### src/rtl/snail_detect_sched.sv
`default_nettype none
// ============================================================================
//  Module      : snail_detect_sched
//  Description : Round-robin scheduler that shares one overlapping "101"
//                Moore sequence detector among NREQ requesters. The granted
//                word is serialized MSB-first through the detector, and the
//                match count is reported with a one-cycle done pulse.
//                Optional build macro SNAIL_SCHED_STATS_EN adds the
//                total_matches / jobs_done statistics outputs.
//  Revision    : 1.0 - initial release
// ============================================================================
module snail_detect_sched #(
  parameter int NREQ  = 4,
  parameter int WIDTH = 8,
  parameter int CNT_W = 4,
  parameter int ID_W  = 2
) (
  input  logic                  clk,
  input  logic                  rst,
  input  logic [NREQ-1:0]       req,
  input  logic [NREQ*WIDTH-1:0] data,
  output logic [NREQ-1:0]       gnt,
  output logic                  busy,
  output logic                  ser_bit,
  output logic                  ser_valid,
  output logic                  det_q,
  output logic                  done,
  output logic [ID_W-1:0]       done_id,
  output logic [CNT_W-1:0]      match_cnt
`ifdef SNAIL_SCHED_STATS_EN
  ,
  output logic [15:0]           total_matches,
  output logic [15:0]           jobs_done
`endif
);

  // Bit counter runs 0..WIDTH-1 over the SHIFT phase.
  localparam int BC_W = $clog2(WIDTH);

  typedef enum logic [1:0] {
    IDLE   = 2'd0,
    SHIFT  = 2'd1,
    REPORT = 2'd2
  } state_t;

  typedef enum logic [1:0] {
    S0   = 2'd0,
    S1   = 2'd1,
    S10  = 2'd2,
    S101 = 2'd3
  } det_t;

  state_t           r_state;
  state_t           w_state_n;
  det_t             r_det;
  det_t             w_det_n;
  logic [ID_W-1:0]  r_ptr;
  logic [BC_W-1:0]  r_bitcnt;
  logic [WIDTH-1:0] r_sh;

  logic             w_found;
  logic [ID_W-1:0]  w_win;
  logic [ID_W-1:0]  w_idx;
  logic [WIDTH-1:0] w_word;
  logic             w_last_bit;

  // Round-robin pick: first asserted request scanning upward from the pointer.
  always_comb begin
    w_found = 1'b0;
    w_win   = '0;
    w_idx   = '0;
    for (int i = 0; i < NREQ; i++) begin
      w_idx = ID_W'((int'(r_ptr) + i) % NREQ);
      if (!w_found && req[w_idx]) begin
        w_found = 1'b1;
        w_win   = w_idx;
      end
    end
  end

  assign w_word     = data[int'(w_win)*WIDTH +: WIDTH];
  assign w_last_bit = (r_bitcnt == BC_W'(WIDTH - 1));

  // Detector transition on the bit currently presented (overlapping "101").
  always_comb begin
    w_det_n = S0;
    case (r_det)
      S0:      w_det_n = ser_bit ? S1   : S0;
      S1:      w_det_n = ser_bit ? S1   : S10;
      S10:     w_det_n = ser_bit ? S101 : S0;
      default: w_det_n = ser_bit ? S1   : S10;
    endcase
  end

  // Scheduler state register.
  always_ff @(posedge clk) begin
    if (rst) r_state <= IDLE;
    else     r_state <= w_state_n;
  end

  // Scheduler next-state: IDLE -> SHIFT on any request, WIDTH bits, one REPORT cycle.
  always_comb begin
    w_state_n = r_state;
    case (r_state)
      IDLE:    if (w_found) w_state_n = SHIFT;
      SHIFT:   if (w_last_bit) w_state_n = REPORT;
      REPORT:  w_state_n = IDLE;
      default: w_state_n = IDLE;
    endcase
  end

  // Datapath and registered outputs: grant/latch, serialize, count, report.
  always_ff @(posedge clk) begin
    if (rst) begin
      gnt       <= '0;
      busy      <= 1'b0;
      ser_bit   <= 1'b0;
      ser_valid <= 1'b0;
      det_q     <= 1'b0;
      done      <= 1'b0;
      done_id   <= '0;
      match_cnt <= '0;
      r_ptr     <= '0;
      r_det     <= S0;
      r_bitcnt  <= '0;
      r_sh      <= '0;
    end else begin
      gnt  <= '0;
      done <= 1'b0;
      busy <= (w_state_n != IDLE);
      case (r_state)
        IDLE: begin
          if (w_found) begin
            // First bit goes out with the grant; the rest waits in r_sh.
            ser_bit   <= w_word[WIDTH-1];
            ser_valid <= 1'b1;
            r_sh      <= w_word << 1;
            gnt       <= NREQ'(1) << w_win;
            r_ptr     <= ID_W'((int'(w_win) + 1) % NREQ);
            done_id   <= w_win;
            r_bitcnt  <= '0;
            match_cnt <= '0;
            r_det     <= S0;
            det_q     <= 1'b0;
          end
        end
        SHIFT: begin
          r_det    <= w_det_n;
          det_q    <= (w_det_n == S101);
          r_bitcnt <= r_bitcnt + BC_W'(1);
          if (w_det_n == S101) match_cnt <= match_cnt + CNT_W'(1);
          if (w_last_bit) begin
            ser_valid <= 1'b0;
            ser_bit   <= 1'b0;
            done      <= 1'b1;
          end else begin
            ser_bit <= r_sh[WIDTH-1];
            r_sh    <= r_sh << 1;
          end
        end
        REPORT: begin
          // Detector restarts per word, so det_q only lasts into REPORT.
          r_det <= S0;
          det_q <= 1'b0;
        end
        default: begin
          r_det <= S0;
          det_q <= 1'b0;
        end
      endcase
    end
  end

`ifdef SNAIL_SCHED_STATS_EN
  logic [16:0] w_sum_matches;
  logic [16:0] w_sum_jobs;

  assign w_sum_matches = {1'b0, total_matches} + 17'(match_cnt);
  assign w_sum_jobs    = {1'b0, jobs_done} + 17'd1;

  // Saturating job statistics, accumulated as each REPORT cycle closes.
  always_ff @(posedge clk) begin
    if (rst) begin
      total_matches <= '0;
      jobs_done     <= '0;
    end else if (r_state == REPORT) begin
      total_matches <= w_sum_matches[16] ? 16'hFFFF : w_sum_matches[15:0];
      jobs_done     <= w_sum_jobs[16]    ? 16'hFFFF : w_sum_jobs[15:0];
    end
  end
`endif

endmodule
`default_nettype wire

### config.mk
export PLATFORM = sky130hd
export DESIGN_NAME = snail_detect_sched
export DESIGN_NICKNAME = d
export VERILOG_FILES = /design/src/rtl/snail_detect_sched.sv
export SDC_FILE = /design/constraint.sdc
export NUM_CORES = 1
export LEC_CHECK = 0
export ABC_AREA = 1
export CELL_PAD_IN_SITES_DETAIL_PLACEMENT = 0
export CELL_PAD_IN_SITES_GLOBAL_PLACEMENT = 1
export CORE_ASPECT_RATIO = 1.4
export CORE_MARGIN = 2
export CORE_UTILIZATION = 31
export CTS_BUF_LIST = sky130_fd_sc_hd__clkbuf_2
export DETAILED_ROUTE_END_ITERATION = 6
export HOLD_SLACK_MARGIN = 0.12
export PLACE_DENSITY = 0.8
export SKIP_CTS_REPAIR_TIMING = 1
export SYNTH_ARGS = -nofsm -noshare
export SYNTH_HDL_FRONTEND = slang
export SYNTH_SLANG_ARGS = --single-unit
### constraint.sdc
create_clock -name clk -period 3.2 [get_ports clk]
set_input_delay 0.32 -clock clk [delete_from_list [all_inputs] [get_ports clk]]
set_output_delay 0.32 -clock clk [all_outputs]
set_load 0.02 [all_outputs]
==> run_results.csv, run 1 <==
group,metric,value,unit
logic_synthesis,postSynthCellCount,267,
sta,relSlewSlack,69.99,%
placement,dp.cells,381,
routing,dr.pass1.iters,4,
sta,tightest_slew,449.5,ps
logic_synthesis,avgSynthCellArea,6.804,sq um
routing,drc,0,
sta,fin_tns_setup,0,ps
die,initial_core_util,31.43,%
final_layout,area_growth_syn_to_layout,34.44,%
setup_path,r2r_start,"r_ptr[0]",
setup_path,worstPathMaxFanout,11,
logic_synthesis,synth_top_area_share,34.16,%
setup_path,cp-end-kind,"flop",
logic_synthesis,synth_nets,308,
global_route,grtUsageTotal,16.62,%
clock_tree,clkTransAtPathRegs,160,ps
routing,wl,4.980,mm
setup_path,r2r_end,"r_sh[3]",
final_layout,layout_commonest_cell,"nand2_1",
die,die_height,94.58,microns
final_layout,final_area,2442,sq um
setup_path,reg2reg_depth,12,
final_layout,final_util,42.25,%
global_route,grt_pass1_wl,8.280,mm
global_route,antenna_found_initial,0,
sta,finalCritPeriodShare,76.98,%
global_route,grt_overflow,0,
routing,first_iter_violations,89,
final_layout,stdcell_count,389,
final_layout,fin_nets,359,
clock_tree,htree_levels,2,
sta,finalMaxSlewViolations,0,
sta,rsz0062_at_grt,"false",
clock_tree,cts_root_buf,"clkbuf_2",
routing,final_antenna_net_count,0,
power_and_ir_drop,p_per_area,886.6,nW/um^2
placement,place_congestion,0.8037,
power_and_ir_drop,vdd_drop_max,0.3392,mV
die,boundaryPins,53,
placement,hpwl,3.757,mm
die,core,5781,sq um
die,num_rows,33,
final_layout,layout_common_cells,"nand2_1, clkdlybuf4s50_1, nand3_1, dfxtp_1, a21oi_1",
clock_tree,cts_buffers,5,
clock_tree,clock_latency,360,ps
clock_tree,cts_tree,"yes",
sta,finalCriticalPeriod,2463,ps
sta,skew,21.61,ps
setup_path,crit_type,"flop to flop",
sta,fmax,405.9,MHz
placement,portBuffers,52,
die,dieWidth,68.70,microns
logic_synthesis,yosysWarnings,0,
logic_synthesis,yosysTopAreaCell,"dfxtp_1",
logic_synthesis,synth_area,1817,sq um
setup_path,cp_data_arrival_time,2760,ps
final_layout,fillers,636,
worst_hold_path,worstHoldPathType,"flop to flop",
global_route,grt_max_degree,21,
sta,whs,471.5,ps
routing,vias_per_cell,4.897,
setup_path,crit_start,"r_ptr[0]",
global_route,grt_pass1_vias,1797,
sta,hold_violations,0,
final_layout,antenna_cells,0,
logic_synthesis,synth_area_leaders,"dfxtp_1, nand2_1, nand3_1",
die,die-area,6498,sq um
sta,finalSetupViolCount,0,
setup_path,cp-start-kind,"flop",
setup_path,critPathCapture,"r_sh[3]",
logic_synthesis,synth.distinct_cells,28,
logic_synthesis,yosysSeqAreaShare,34.16,%
final_layout,drive_above_1_share,9.718,%
logic_synthesis,ys_seq_elements,31,
placement,place_area,2379,sq um
setup_path,reg2reg_slack,740,ps
run,drv_cap,0,
clock_tree,clock_path_buffers,2,
clock_tree,cts_num_sinks,31,
setup_path,cp.required,3500,ps
routing,num_vias,1905,
run_status,status,"complete, no violations",
routing,drt-wirelength-per-cell,12.80,microns
power_and_ir_drop,p_leak,1.059,nW
sequential cells by signal (all words and copies together), names as in the netlist:
register	cells
r_sh	7
gnt	4
match_cnt	4
r_bitcnt	3
done_id	2
r_det	2
r_ptr	2
r_state	2
busy	1
det_q	1
done	1
ser_bit	1
ser_valid	1
routing by layer:
metal / wire [microns] / track usage (%)
met5: 0 / 0
met4: 133 / 6.699
met3: 150 / 2.741
met2: 2443 / 27.48
met1: 2251 / 21.04
layout make-up:
class	instances	area, sq um	share of cell area, %
Multi-Input combinational cell	203	1037	42.47
Tap cell	70	87.58	3.586
Inverter	22	90.09	3.689
Sequential cell	31	620.6	25.41
Clock buffer	5	25.02	1.025
Clock inverter	3	38.79	1.588
Timing Repair Buffer	55	543.0	22.23
cell usage after synthesis, drive strengths merged:
master and n:
a31oi 2, clkbuf 4, nand2 85, inv 20
o211ai 1, clkinv 2, ha 3, a211oi 1
buf 7, nor2 22, o21ai 10, nand4 18
dfxtp 31, xor2 2, a21oi 23, nand3 36
critical path: stages, from the launching register on:
cell and delay (ps):
dfxtp_1 630, inv_6 90, nand2_1 80, nand2_1 100, nand2_1 100, nand2_2 60
nor2_4 140, nand4_1 90, nand2_1 320, clkinv_1 390, nand3_1 180, nand3_1 90
a21oi_1 120
power by group:
group	leakage, nW	internal, W	total, W	switching (W)
Clock	0.0404	0.000129	0.000265	0.000136
Combinational	0.764	0.000455	0.00135	0.000895
Sequential	0.254	0.000480	0.000550	0.0000705
Total	1.06	0.00106	0.00217	0.00110
logic make-up (layout without fill, tap and decap cells):
family / count (synthesis) / in the layout / share of synthesized area [%]
compound gates: 37 / 37 / 10.61
buf+inv: 33 / 85 / 8.746
flops: 31 / 31 / 34.16
fa+ha+maj: 3 / 3 / 2.066
xor+xnor: 2 / 2 / 0.9644
simple gates: 161 / 161 / 43.46
metrics by stage:
stage,worst slack (ps),power (W)
2_1_floorplan,1489,0.001619
3_3_place_gp,675.4,0.001903
3_5_place_dp,643.7,0.001908
4_1_cts,722.6,0.002175
5_1_grt,386.9,0.002370
6_report,736.6,0.002165
worst min-delay path by stage:
| stage | from | slack, ps | endpoint | cells past startpoint |
|---|---|---|---|---|
| after floorplan | r_det[1] | 440 | r_det[1] | 2 |
| after global placement | r_bitcnt[1] | 450 | r_bitcnt[1] | 2 |
| after detailed placement | det_q | 450 | det_q | 2 |
| after CTS | det_q | 480 | det_q | 2 |
| after global routing | r_det[1] | 490 | r_det[1] | 2 |
| final | det_q | 470 | det_q | 2 |
No activity file was read; power rests on OpenSTA's default activity.
==> run 2: changes to the inputs <==
--- a/config.mk
+++ b/config.mk
@@ -14,7 +14,7 @@
 export CTS_BUF_LIST = sky130_fd_sc_hd__clkbuf_2
 export DETAILED_ROUTE_END_ITERATION = 6
 export HOLD_SLACK_MARGIN = 0.12
-export PLACE_DENSITY = 0.8
+export PLACE_DENSITY = 0.83
 export SKIP_CTS_REPAIR_TIMING = 1
 export SYNTH_ARGS = -nofsm -noshare
 export SYNTH_HDL_FRONTEND = slang
==> constraint.sdc (replaced) <==
create_clock -name clk -period 2.2 [get_ports clk]
set_input_delay 0.22 -clock clk [delete_from_list [all_inputs] [get_ports clk]]
set_output_delay 0.22 -clock clk [all_outputs]
set_load 0.02 [all_outputs]
==> run_results.csv, run 2 (synthesis results as in run 1) <==
group,metric,value,unit
power_and_ir_drop,vdd_drop_max,0.5317,mV
final_layout,fin_nets,367,
routing,drt-wirelength-per-cell,12.35,microns
sta,finalSetupViolCount,0,
die,initial_core_util,31.43,%
routing,first_iter_violations,71,
final_layout,antenna_cells,0,
final_layout,regMostFlops,"r_sh",
power_and_ir_drop,p_per_area,1306,nW/um^2
sta,hold_violations,0,
sta,relSlewSlack,71.95,%
placement,place_congestion,0.8136,
die,dieWidth,68.70,microns
die,die-area,6498,sq um
final_layout,reg_top3,"r_sh x7, gnt x4, match_cnt x4",
routing,vias_per_cell,4.823,
final_layout,final_area,2490,sq um
global_route,grt_max_degree,17,
global_route,antenna_found_initial,0,
clock_tree,cts_root_buf,"clkbuf_2",
global_route,grt_overflow,0,
final_layout,final_util,43.07,%
global_route,grtUsageTotal,16.30,%
power_and_ir_drop,p_leak,1.085,nW
clock_tree,htree_levels,2,
sta,tightest_slew,420.4,ps
setup_path,cp-start-kind,"flop",
sta,fin_tns_setup,0,ps
sta,fmax,516.5,MHz
clock_tree,cts_buffers,5,
final_layout,layout_common_cells,"nand2_1, clkdlybuf4s50_1, nand3_1, dfxtp_1, a21oi_1",
clock_tree,clock_latency,340,ps
setup_path,cp.required,2480,ps
clock_tree,cts_tree,"yes",
final_layout,largest_reg_flops,7,
die,num_rows,33,
placement,place_area,2451,sq um
setup_path,worstPathMaxFanout,10,
sta,rsz0062_at_grt,"false",
clock_tree,clock_path_buffers,2,
final_layout,drive_above_1_share,12.27,%
routing,wl,4.889,mm
die,boundaryPins,53,
placement,portBuffers,52,
die,die_height,94.58,microns
setup_path,cp_data_arrival_time,2220,ps
sta,finalCriticalPeriod,1936,ps
sta,skew,6.223,ps
final_layout,fillers,621,
clock_tree,clkTransAtPathRegs,150,ps
global_route,grt_pass1_vias,1808,
routing,num_vias,1910,
final_layout,layout_commonest_cell,"nand2_1",
placement,hpwl,3.797,mm
global_route,grt_pass1_wl,8.107,mm
routing,dr.pass1.iters,4,
run_status,status,"complete, no violations",
routing,final_antenna_net_count,0,
worst_hold_path,worstHoldPathType,"flop to flop",
setup_path,crit_type,"flop to flop",
setup_path,cp-end-kind,"flop",
run,drv_cap,0,
sta,finalMaxSlewViolations,0,
sta,finalCritPeriodShare,88.00,%
die,core,5781,sq um
routing,drc,0,
final_layout,area_growth_syn_to_layout,37.05,%
clock_tree,cts_num_sinks,31,
==> run 2: cell count changes in the layout (fill, tap and decap cells not counted), sizes merged <==
cell      delta
buf          +8
clkinv       -1
bufinv       -1
clkinvlp     +1
==> run 2: cell type report <==
class / count / area [sq um] / share of cell area, %
inverter: 22 / 93.84 / 3.769
clock inverter: 2 / 8.758 / 0.3518
multi-input combinational: 203 / 1037 / 41.66
tap: 70 / 87.58 / 3.518
clock buffer: 5 / 25.02 / 1.005
sequential: 31 / 621.8 / 24.97
timing repair buffer: 63 / 615.6 / 24.72
==> run 2: final timing paths <==
path                  from  endpoint  slack (ps)  cells after the start
setup reg to reg  r_ptr[0]   r_sh[7]         260                     12
hold / removal       det_q     det_q         470                      2
hold reg to reg      det_q     det_q         470                      2
setup / recovery  r_ptr[0]   r_sh[7]         260                     12
==> run 2: critical path, cell delays in order (launching register included) <==
cell and delay [ps]:
dfxtp_2 490, inv_6 80, nand2_1 60, nand2_1 100, nand2_1 100, nand2_2 60, nor2_4 150, nand4_1 100
nand2_1 160, clkinvlp_4 230, nand3_1 120, nand3_1 100, a21oi_1 130
==> run 2: report_power, final <==
part,switching (W),internal (W)
sequential,0.000101,0.000701
combinational,0.00135,0.000847
clock,0.000184,0.0000673
==> run 2: stage by stage <==
stage,total power [W],worst slack (ps),cells,hold WS [ps]
floorplan,0.002355,489.0,267,439.3
global placement,0.003001,91.55,389,450.3
detailed placement,0.003016,47.66,389,451.9
CTS,0.003276,37.79,396,473.8
global route,0.003557,27.05,396,493.5
finish,0.003253,264.0,396,469.5
==> run 2: metal layers <==
metal	GRT usage [%]	vias up	routed length [microns]
met4	7.190	0	74
li1	-	1009	-
met2	28.13	39	2544
met5	0	-	0
met1	19.02	856	2114
met3	3.099	6	155
==> run 3: changes to the inputs <==
--- a/config.mk
+++ b/config.mk
@@ -9,7 +9,6 @@
 export CELL_PAD_IN_SITES_DETAIL_PLACEMENT = 0
 export CELL_PAD_IN_SITES_GLOBAL_PLACEMENT = 1
 export CORE_ASPECT_RATIO = 1.4
-export CORE_MARGIN = 2
 export CORE_UTILIZATION = 31
 export CTS_BUF_LIST = sky130_fd_sc_hd__clkbuf_2
 export DETAILED_ROUTE_END_ITERATION = 6
==> run_results.csv, run 3 (synthesis results as in run 1) <==
group,metric,value,unit
clock_tree,cts_root_buf,"clkbuf_2",
sta,tightest_slew,401.4,ps
die,boundaryPins,53,
sta,finalCritPeriodShare,87.11,%
setup_path,cp.required,2500,ps
global_route,grt_max_degree,21,
die,die_height,92.58,microns
routing,final_antenna_net_count,0,
routing,first_iter_violations,81,
final_layout,largest_reg_flops,7,
routing,wl_met1,1.974,mm
final_layout,antenna_cells,0,
routing,drt-wirelength-per-cell,12.07,microns
setup_path,cp-start-kind,"flop",
final_layout,drive_above_1_share,11.96,%
power_and_ir_drop,vdd_drop_max,0.6219,mV
setup_path,crit_start,"r_ptr[0]",
setup_path,r2r_start,"r_ptr[0]",
power_and_ir_drop,p_per_area,1334,nW/um^2
final_layout,stdcell_count,394,
routing,route.met2.wl,2.548,mm
routing,vias_per_cell,4.947,
worst_hold_path,min_path_cells,2,
clock_tree,cts_num_sinks,31,
sta,finalMaxSlewViolations,0,
final_layout,area_growth_syn_to_layout,37.95,%
routing,dr.max_layer_used,"met4",
sta,rsz0062_at_grt,"false",
final_layout,reg_top3,"r_sh x7, gnt x4, match_cnt x4",
clock_tree,cts_tree,"yes",
sta,finalSetupViolCount,0,
routing,dr.pass1.iters,4,
placement,dp.cells,386,
sta,fin_tns_setup,0,ps
global_route,grt_pass1_vias,1780,
setup_path,worstPathMaxFanout,10,
sta,relSlewSlack,73.14,%
worst_hold_path,min_from,"det_q",
routing,drc,0,
die,num_rows,32,
clock_tree,htree_levels,2,
global_route,grt_pass1_wl,7.983,mm
die,initial_core_util,32.64,%
setup_path,cp-end-kind,"flop",
global_route,grtUsageTotal,16.91,%
placement,place_congestion,0.8199,
placement,hpwl,3.598,mm
final_layout,fin_nets,366,
routing,num_vias,1949,
placement,pre_cts_ws,87.45,ps
die,dieWidth,66.70,microns
global_route,antenna_found_initial,0,
setup_path,crit_type,"flop to flop",
clock_tree,clock_path_buffers,2,
final_layout,regMostFlops,"r_sh",
clock_tree,clkTransAtPathRegs,170,ps
sta,setup_slack,283.6,ps
clock_tree,clock_latency,360,ps
run,drv_cap,0,
sta,hold_violations,0,
sta,fmax,521.8,MHz
run_status,status,"complete, no violations",
worst_hold_path,worstHoldPathType,"flop to flop",
setup_path,cp_data_arrival_time,2220,ps
routing,met3_length,168,microns
clock_tree,cts_buffers,5,
sta,skew,13.75,ps
die,core,5565,sq um
global_route,grt_overflow,0,
placement,portBuffers,52,
power_and_ir_drop,p_leak,1.097,nW
sta,finalCriticalPeriod,1916,ps
setup_path,reg2reg_depth,12,
final_layout,layout_common_cells,"nand2_1, clkdlybuf4s50_1, nand3_1, dfxtp_1, a21oi_1",
final_layout,layout_commonest_cell,"nand2_1",
die,die-area,6175,sq um
routing,wl,4.757,mm
## run 3: changes by cell type in the layout (fill, tap and decap cells not counted)
| cell | delta |
|---|---|
| bufinv_16 | +1 |
| buf_4 | -1 |
| clkinvlp_4 | -1 |
| clkinv_1 | +1 |
## run 3: routing by layer
| layer | vias to the layer above | global-route usage [%] |
|---|---|---|
| li1 | 1012 | - |
| met1 | 883 | 18.35 |
| met2 | 48 | 31.82 |
| met3 | 6 | 2.956 |
| met4 | 0 | 5.319 |
| met5 | - | 0 |
## run 3: worst paths after layout
check	slack, ps	end
min reg2reg	470	det_q
max	280	r_sh[5]
min	470	det_q
max reg2reg	280	r_sh[5]
## run 3: area by class of cell
class	instances	area, sq um
Sequential cell	31	621.8
Clock inverter	3	38.79
Tap cell	68	85.08
Multi-Input combinational cell	203	1037
Timing Repair Buffer	62	608.1
Clock buffer	5	25.02
Inverter	22	90.09
Fill cell	597	3059
## run 3: critical path, cell delays in order (launching register included)
cell	delay, ps
dfxtp_2	500
inv_6	80
nand2_1	60
nand2_1	100
nand2_1	100
nand2_2	60
nor2_4	140
nand4_1	100
nand2_1	100
clkinv_1	240
nand3_1	160
nand3_1	90
a21oi_1	130
## run 3: report_power, final
group | internal [W] | total (W) | leakage [nW] | switching [W]
combinational | 0.000823 | 0.00215 | 0.802 | 0.00133
clock | 0.000187 | 0.000387 | 0.0404 | 0.000200
sequential | 0.000701 | 0.000804 | 0.255 | 0.000104
## run 3: per-stage QoR
step | utilization, % | cell area, sq um | power [W] | hold WS, ps
finish | 45.03 | 2506 | 0.003343 | 472.0
global route | 45.03 | 2506 | 0.003655 | 511.1
CTS | 45.01 | 2505 | 0.003376 | 474.2
detailed placement | 43.86 | 2441 | 0.002982 | 451.4
global placement | 43.86 | 2441 | 0.002978 | 449.3
floorplan | - | 1817 | 0.002355 | 439.3
